$ cat config.mk
export PLATFORM = sky130hd
export DESIGN_NAME = galileo_block_interleaver
export DESIGN_NICKNAME = d
export VERILOG_FILES = /design/src/rtl/galileo_block_interleaver.sv
export SDC_FILE = /design/constraint.sdc
export NUM_CORES = 1
export LEC_CHECK = 0
export ABC_CLOCK_PERIOD_IN_PS = 6800
export CORE_ASPECT_RATIO = 1.4
export CORE_MARGIN = 3
export CORE_UTILIZATION = 50
export CTS_BUF_LIST = sky130_fd_sc_hd__clkbuf_8 sky130_fd_sc_hd__clkbuf_16
export CTS_CLUSTER_DIAMETER = 120
export DETAILED_ROUTE_END_ITERATION = 8
export GPL_ROUTABILITY_DRIVEN = 1
export PLACE_DENSITY = 0.67
export SLEW_MARGIN = 10
export SYNTH_ARGS = -nofsm -noshare
export SYNTH_HDL_FRONTEND = slang
export SYNTH_SLANG_ARGS = --single-unit
$ cat constraint.sdc
create_clock -name clk -period 6.8 [get_ports clk]
set_input_delay 1.36 -clock clk [delete_from_list [all_inputs] [get_ports clk]]
set_output_delay 1.36 -clock clk [all_outputs]
set_load 0.05 [all_outputs]
$ cat src/rtl/galileo_block_interleaver.sv
// Ping-pong row/column block interleaver for rate-1/2 encoded symbol pairs.
// Symbols are written row-major into one bank while the other bank is read column-major.
module galileo_block_interleaver #(
  parameter int ROWS = 8,
  parameter int COLS = 30,
  parameter int AW   = 8
) (
  input  logic       clk,
  input  logic       resetn,
  input  logic       sync_in,
  input  logic       dv_in,
  input  logic [1:0] din,
  output logic       dv_out,
  output logic       dout,
  output logic       sof,
  output logic       eof,
  output logic       overrun
);
  localparam int N = ROWS * COLS;
  localparam logic [AW-1:0] LAST_PAIR = AW'(N - 2);
  localparam logic [AW-1:0] LAST_ROW  = AW'(ROWS - 1);
  localparam logic [AW-1:0] LAST_COL  = AW'(COLS - 1);
  localparam logic [AW-1:0] COL_STEP  = AW'(COLS);

  typedef enum logic [1:0] {
    BANK_FREE    = 2'd0,
    BANK_FILLING = 2'd1,
    BANK_FULL    = 2'd2,
    BANK_READING = 2'd3
  } bank_st_t;

  bank_st_t        st_r [2];
  bank_st_t        st_nxt_s [2];
  bank_st_t        rd_st_s [2];
  logic [2**AW-1:0] mem_r [2];
  logic [AW-1:0]   w_r, widx_s, widx_p1_s, w_nxt_s;
  logic [AW-1:0]   row_r, col_r, addr_r;
  logic [AW-1:0]   cur_row_s, cur_col_s, cur_addr_s;
  logic            wb_r, rb_r, rd_active_r;
  logic            start_s, issue_s, last_s;
  logic            avail_s, wr_en_s, fill_done_s;
  logic            dv_out_r, dout_r, sof_r, eof_r, overrun_r;

  // Reader issue: start the next bank in fill order once FULL, else keep walking.
  always_comb begin
    start_s = !rd_active_r && (st_r[rb_r] == BANK_FULL);
    issue_s = rd_active_r || start_s;
    if (rd_active_r) begin
      cur_row_s  = row_r;
      cur_col_s  = col_r;
      cur_addr_s = addr_r;
    end else begin
      cur_row_s  = '0;
      cur_col_s  = '0;
      cur_addr_s = '0;
    end
    last_s = issue_s && (cur_row_s == LAST_ROW) && (cur_col_s == LAST_COL);
  end

  // Writer: a bank being released on this very cycle accepts the incoming pair.
  always_comb begin
    if (sync_in) begin
      widx_s = '0;
    end else begin
      widx_s = w_r;
    end
    widx_p1_s   = widx_s + AW'(1);
    avail_s     = (st_r[wb_r] == BANK_FREE) || (st_r[wb_r] == BANK_FILLING) ||
                  (last_s && (rb_r == wb_r));
    wr_en_s     = dv_in && avail_s;
    fill_done_s = wr_en_s && (widx_s == LAST_PAIR);
    if (fill_done_s) begin
      w_nxt_s = '0;
    end else if (wr_en_s) begin
      w_nxt_s = widx_s + AW'(2);
    end else begin
      w_nxt_s = widx_s;
    end
  end

  // Per-bank state: read-side transitions first, write side may then claim the bank.
  always_comb begin
    for (int b = 0; b < 2; b++) begin
      rd_st_s[b]  = st_r[b];
      st_nxt_s[b] = st_r[b];
      if (last_s && (rb_r == 1'(b))) begin
        rd_st_s[b] = BANK_FREE;
      end else if (start_s && (rb_r == 1'(b))) begin
        rd_st_s[b] = BANK_READING;
      end else begin
        rd_st_s[b] = st_r[b];
      end
      if (wr_en_s && (wb_r == 1'(b))) begin
        st_nxt_s[b] = fill_done_s ? BANK_FULL : BANK_FILLING;
      end else if (sync_in && (wb_r == 1'(b)) && (st_r[b] == BANK_FILLING)) begin
        st_nxt_s[b] = BANK_FREE;
      end else begin
        st_nxt_s[b] = rd_st_s[b];
      end
    end
  end

  // Control state, read address counters and registered outputs.
  always_ff @(posedge clk) begin
    if (!resetn) begin
      st_r[0]     <= BANK_FREE;
      st_r[1]     <= BANK_FREE;
      w_r         <= '0;
      wb_r        <= 1'b0;
      rb_r        <= 1'b0;
      rd_active_r <= 1'b0;
      row_r       <= '0;
      col_r       <= '0;
      addr_r      <= '0;
      dv_out_r    <= 1'b0;
      dout_r      <= 1'b0;
      sof_r       <= 1'b0;
      eof_r       <= 1'b0;
      overrun_r   <= 1'b0;
    end else begin
      st_r[0] <= st_nxt_s[0];
      st_r[1] <= st_nxt_s[1];
      w_r     <= w_nxt_s;
      if (fill_done_s) begin
        wb_r <= ~wb_r;
      end
      if (dv_in && !avail_s) begin
        overrun_r <= 1'b1;
      end
      // Address walks down a column by COLS, then restarts at the next column.
      if (last_s) begin
        rd_active_r <= 1'b0;
        rb_r        <= ~rb_r;
        row_r       <= '0;
        col_r       <= '0;
        addr_r      <= '0;
      end else if (issue_s) begin
        rd_active_r <= 1'b1;
        if (cur_row_s == LAST_ROW) begin
          row_r  <= '0;
          col_r  <= cur_col_s + AW'(1);
          addr_r <= cur_col_s + AW'(1);
        end else begin
          row_r  <= cur_row_s + AW'(1);
          col_r  <= cur_col_s;
          addr_r <= cur_addr_s + COL_STEP;
        end
      end
      dv_out_r <= issue_s;
      sof_r    <= start_s;
      eof_r    <= last_s;
      dout_r   <= issue_s ? mem_r[rb_r][cur_addr_s] : 1'b0;
    end
  end

  // Bank storage: never cleared, a bank is only read after a complete fill.
  always_ff @(posedge clk) begin
    if (wr_en_s) begin
      mem_r[wb_r][widx_s]    <= din[0];
      mem_r[wb_r][widx_p1_s] <= din[1];
    end
  end

  assign dv_out  = dv_out_r;
  assign dout    = dout_r;
  assign sof     = sof_r;
  assign eof     = eof_r;
  assign overrun = overrun_r;

endmodule
==> results.sh, run 1 <==
export IMPL_run_status="completed"
export IMPL_multiInputGateArea_um2=15200
export IMPL_hold_viol=0
export IMPL_drtPass1Iterations=6
export IMPL_hold_ws_ns=0.482
export IMPL_fin_tns_setup_ns=0
export IMPL_wirelength_um=107000
export IMPL_end_kind="flip-flop"
export IMPL_antenna_left=0
export IMPL_synth_xor_area_share_pct=0.585
export IMPL_synth_simple_area_share_pct=19.6
export IMPL_vias_per_cell=6.64
export IMPL_synth_common_cells="512 x edfxtp_1, 372 x nor2_1, 266 x clkbuf_1"
export IMPL_grt_overflow=0
export IMPL_setup_violations=0
export IMPL_finalNetCount=2882
export IMPL_drv_cap=0
export IMPL_drive_gt1_share_pct=17.4
export IMPL_rsz0062_at_grt="false"
export IMPL_fp_dieH_um=310
export IMPL_clk_latency_ns=0.64
export IMPL_top_level_ports=11
export IMPL_fin_crit_ns=4.86
export IMPL_synthAdderAreaFrac_pct=0.266
export IMPL_min_path_type="reg2reg"
export IMPL_postCtsHoldBufs=0
export IMPL_num_vias=24961
export IMPL_worstPathRequired_ns=7.17
export IMPL_grt_pass1_vias=24847
export IMPL_peakVddDrop_v=0.000203
export IMPL_synthFlopType="edfxtp_1"
export IMPL_drv_slew=0
export IMPL_grt_util_met2_pct=50.3
export IMPL_skew_ns=0.0188
export IMPL_arrival_ns=5.23
export IMPL_fp_dieW_um=223
export IMPL_dieArea_um2=69000
export IMPL_path_max_fanout=24
export IMPL_grt_use_met1_pct=36.8
export IMPL_crit_type="in2reg"
export IMPL_postSynthAreaPerCell_um2=10.7
export IMPL_grt_busiest_layer="met2"
export IMPL_utilization_pct=54.0
export IMPL_tightest_slew_ns=1.34
export IMPL_synth_edf_count=512
export IMPL_areaGrowthSynthToFinish_pct=6.25
export IMPL_initial_utilization_pct=50.8
export IMPL_total_leakage_power_uw=0.0109
export IMPL_final_cell_count_no_fill=3757
export IMPL_grtUsageTotal_pct=30.4
export IMPL_post_cts_buffers=0
export IMPL_synth_area_um2=32900
export IMPL_core_um2=64800
export IMPL_synth_cell_types=89
export IMPL_relSlewSlack_pct=10.5
export IMPL_synth_compound_gate_area_share_pct=10.2
export IMPL_ys_top_cells_by_area="edfxtp_1 47%, mux2_2 8.5%, nor2b_1 4.5%"
export IMPL_max_freq_mhz=206
export IMPL_ys_ff_latch=558
export IMPL_grt_first_pass_wirelength_um=157000
export IMPL_yosysTopAreaCellShare_pct=46.7
export IMPL_final_period_utilization_pct=71.4
export IMPL_nFillCells=5508
export IMPL_clockBufferDepth=3
export IMPL_powerDensity_nw_per_um2=202
export IMPL_cts_sinks=558
export IMPL_port_buffers=10
export IMPL_syn_num_nets=3084
export IMPL_synth_top_family_by_area="simple AND/OR/NAND/NOR gates"
export IMPL_globalplace_congestion=0.926
export IMPL_drt_iter0_drc=3063
export IMPL_dp_hpwl_um=66100
export IMPL_dpl_cell_area_um2=33300
export IMPL_ctsResizeCount=0
export IMPL_yosysMostFrequentCell="edfxtp_1"
export IMPL_grt_start_max_net_pins=232
export IMPL_post_route_cell_area_um2=35000
export IMPL_yosysSeqAreaShare_pct=49.5
export IMPL_cts_inserted_buffers=57
export IMPL_dp_cells=3650
export IMPL_wl_per_cell_um=28.5
export IMPL_startpoint_type="primary input"
export IMPL_antenna_found_initial=2
export IMPL_seq_area_um2=16300
export IMPL_synthCells=3071
export IMPL_synth_warnings=0
export IMPL_root_buffer="clkbuf_16"
export IMPL_htree_levels=2
export IMPL_yosys_area_top_type="edfxtp_1"
export IMPL_grt_util_met3_pct=5.26
export IMPL_synth_mux_area_share_pct=15.4
export IMPL_drc_errors=0
export IMPL_path_clk_slew_ns=0.06
export IMPL_rows=110
export IMPL_synth_async_reset_ratio_pct=0
export IMPL_tritoncts="built"
==> path summary, 6_finish.rpt <==
| check | start | end | slack [ns] | cells past startpoint |
|---|---|---|---|---|
| min | row_r[1] | row_r[1] | 0.48 | 2 |
| min reg2reg | row_r[1] | row_r[1] | 0.48 | 2 |
| max | sync_in | mem_r[1][231] | 1.94 | 10 |
| max reg2reg | rd_active_r | mem_r[1][58] | 2.01 | 10 |
==> registers in the layout, indices dropped and copies added (netlist names), named ones only <==
register     count
eof              1
overrun          1
st_r             4
row_r            8
col_r            8
rb_r             1
mem_r          512
wb_r             1
addr_r           8
rd_active_r      1
dout             1
w_r              8
dv_out           1
sof              1
==> per-layer routing <==
metal / wire length (um) / share of wire, %
met5: 0 / 0
met4: 8110 / 7.6
met3: 10500 / 9.8
met2: 51100 / 48
met1: 37300 / 35
==> power breakdown <==
group	internal, uW	switching, uW
logic	127	287
clock network	1510	1370
registers	3750	27.1
total	5390	1680
==> metrics by stage <==
step	setup WS [ns]	power, uW
after floorplan	2.32	4090
after global placement	1.47	4240
after detailed placement	1.41	4250
after CTS	2.05	7080
after global routing	1.73	7230
final	1.94	7070
==> critical path, stage by stage <==
cell and delay [ns]:
clkdlybuf4s50_1 0.40, buf_4 0.22, nor2b_1 0.21, ha_1 0.37
nand2_1 0.11, or4b_1 0.59, a221oi_2 0.44, nand3_1 0.70
nor2_1 0.40, mux2_2 0.39
==> cell families (layout without fill, tap and decap cells) <==
group / count (synthesis) / count (layout)
fa+ha+maj: 7 / 7
other cells: 0 / 2
simple gates: 1228 / 1228
flops: 558 / 558
xor+xnor: 22 / 22
buf+inv: 364 / 208
mux: 396 / 396
compound gates: 496 / 496
==> cell usage in the layout (no fill, tap or decap), drive strengths merged, types with 19 or more instances in the layout <==
cell    instances
a21oi          63
and2          234
and2b          19
and3           25
buf            78
clkbuf         57
clkinv         26
dfxtp          46
edfxtp        512
inv            38
mux2          252
mux2i          82
mux4           62
nand2         131
nand3          78
nor2          372
nor2b         235
nor3           38
o21ai          42
o22ai         232
==> final cells by class <==
type                            instances  share of cell area [%]
Antenna cell                            2                  0.0143
Clock buffer                           57                    4.08
Clock inverter                         48                   0.608
Inverter                               17                   0.182
Multi-Input combinational cell       2149                    43.4
Sequential cell                       558                    46.6
Tap cell                              840                    3.00
Timing Repair Buffer                   86                    2.10
(Power assumes the default switching activity.)
==> run 2, diff against run 1 <==
ABC_CLOCK_PERIOD_IN_PS = 5050   (was 6800)
clock period = 5.05 ns   (was 6.8 ns; I/O delays follow)
==> results.sh, run 2 (synthesis gave the netlist of run 1 again) <==
export IMPL_run_status="finished, violations left"
export IMPL_violations="slew limit"
export IMPL_final_common_cell="edfxtp_1"
export IMPL_crit_top_cell="and2_1"
export IMPL_ctsResizeCount=0
export IMPL_worstRegToRegCells=9
export IMPL_initial_utilization_pct=50.8
export IMPL_postCtsHoldBufs=0
export IMPL_skew_ns=0.0194
export IMPL_grt_pass1_vias=24779
export IMPL_holdPathEnd="row_r[1]"
export IMPL_areaGrowthSynthToFinish_pct=7.43
export IMPL_path_max_fanout=44
export IMPL_antenna_left=0
export IMPL_p_int_uw=7350
export IMPL_fin_tns_setup_ns=0
export IMPL_globalplace_congestion=0.937
export IMPL_final_period_utilization_pct=82.3
export IMPL_dp_hpwl_um=67800
export IMPL_crit_type="reg2reg"
export IMPL_end_kind="flip-flop"
export IMPL_setup_ws_ns=0.894
export IMPL_peakVddDrop_v=0.000260
export IMPL_post_cts_buffers=0
export IMPL_path_clk_slew_ns=0.07
export IMPL_hold_ws_ns=0.483
export IMPL_grt_start_max_net_pins=281
export IMPL_grt_overflow=0
export IMPL_largest_reg_flops=512
export IMPL_tightest_slew_ns=1.60
export IMPL_clk_latency_ns=0.62
export IMPL_antenna_found_initial=1
export IMPL_grtUsageTotal_pct=30.7
export IMPL_finalNetCount=2930
export IMPL_top_level_ports=11
export IMPL_worstPathRequired_ns=5.35
export IMPL_dp_cells=3699
export IMPL_r2r_start="rd_active_r"
export IMPL_switching_power_uw=2260
export IMPL_wirelength_um=108000
export IMPL_dpl_worst_slack_ns=0.482
export IMPL_combPwrFrac_pct=6.0
export IMPL_final_cell_mix="512 x edfxtp_1, 372 x nor2_1, 248 x mux2_2"
export IMPL_drtPass1Iterations=6
export IMPL_core_um2=64800
export IMPL_arrival_ns=4.46
export IMPL_fp_dieW_um=223
export IMPL_rsz0062_at_grt="false"
export IMPL_min_path_type="reg2reg"
export IMPL_clockBufferDepth=3
export IMPL_total_leakage_power_uw=0.0111
export IMPL_nFillCells=5554
export IMPL_num_vias=25307
export IMPL_drv_cap=0
export IMPL_tritoncts="built"
export IMPL_slowest_stage="nand3_2"
export IMPL_pwr_share_seq_pct=52.7
export IMPL_setup_violations=0
export IMPL_wl_per_cell_um=28.4
export IMPL_vias_per_cell=6.65
export IMPL_startpoint_type="flip-flop"
export IMPL_powerDensity_nw_per_um2=272
export IMPL_drt_iter0_drc=3325
export IMPL_port_buffers=10
export IMPL_cts_inserted_buffers=56
export IMPL_fin_crit_ns=4.16
export IMPL_root_buffer="clkbuf_16"
export IMPL_swShare_pct=23.5
export IMPL_min_path_cells=2
export IMPL_drc_errors=0
export IMPL_largest_register="mem_r"
export IMPL_final_cell_count_no_fill=3803
export IMPL_relSlewSlack_pct=-6.87
export IMPL_fp_dieH_um=310
export IMPL_clockPowerShare_pct=41.2
export IMPL_hold_viol=0
export IMPL_grt_first_pass_wirelength_um=158000
export IMPL_r2r_slack_ns=0.89
export IMPL_max_freq_mhz=241
export IMPL_htree_levels=2
export IMPL_r2r_end="mem_r[0][186]"
export IMPL_dieArea_um2=69000
export IMPL_rows=110
export IMPL_worstPathCellList="and2_1 -> ha_1 -> nand3_1 -> nor3_4 -> a31o_2 -> nand3_2 -> buf_4 -> and2_1 -> nor3_1"
export IMPL_min_from="row_r[1]"
export IMPL_drv_slew=87
export IMPL_drive_gt1_share_pct=18.8
export IMPL_slowest_delay_ns=0.65
export IMPL_cts_sinks=558
run 2: cell types whose count changed in the layout (fill, tap and decap cells not counted), sizes merged:
cell      delta
buf         +49
bufinv       +2
clkinv       +2
clkinvlp     +2
diode        -1
inv          -8
run 2: power by group through the flow:
stage	clock network, uW	logic, uW	registers, uW
2_1_floorplan	0	344	5160
6_report	3960	580	5070
3_5_place_dp	0	562	5170
4_1_cts	3990	565	5070
5_1_grt	4160	604	5070
3_3_place_gp	0	540	5170
run 2: how the worst max path moves through the flow:
stage	startpoint	to	slack (ns)	cells past startpoint
finish	rd_active_r	mem_r[0][186]	0.89	9
global route	rd_active_r	mem_r[1][204]	0.72	9
CTS	rd_active_r	mem_r[1][235]	0.92	9
detailed placement	sync_in	mem_r[0][182]	0.48	11
global placement	sync_in	mem_r[1][239]	0.55	10
floorplan	rd_active_r	mem_r[0][112]	0.67	16
run 2: per-layer routing:
layer	up-vias	track usage (%)	wire [um]
li1	10908	-	-
met1	12565	38.2	38600
met2	1483	50.0	50700
met3	351	5.11	10600
met4	0	19.6	8220
met5	-	0	0
run 2: worst max-delay path, delay by kind of cell (launching register included):
family	cells	cell delay [ns]
simple gates	6	2.00
fa+ha+maj	1	0.22
buf+inv	1	0.44
compound gates	1	0.50
flops	1	0.63
run 2: metrics by stage:
step                util [%]  total power (uW)  cell area, um^2
CTS                     54.6              9630            35400
global placement        52.0              5710            33700
finish                  54.6              9610            35400
floorplan                  -              5510            32900
global route            54.6              9830            35400
detailed placement      52.0              5730            33700
run 2: area by class of cell:
| class | instances | area (um^2) | share of cell area (%) |
|---|---|---|---|
| well taps | 840 | 1050 | 2.97 |
| diodes | 1 | 2.50 | 0.00707 |
| flip-flops and latches | 558 | 16300 | 46.1 |
| clock buffers | 57 | 1430 | 4.03 |
| inverters | 17 | 63.8 | 0.180 |
| clock inverters | 46 | 250 | 0.707 |
| multi-input cells | 2149 | 15200 | 42.9 |
| repair buffers | 135 | 1100 | 3.12 |
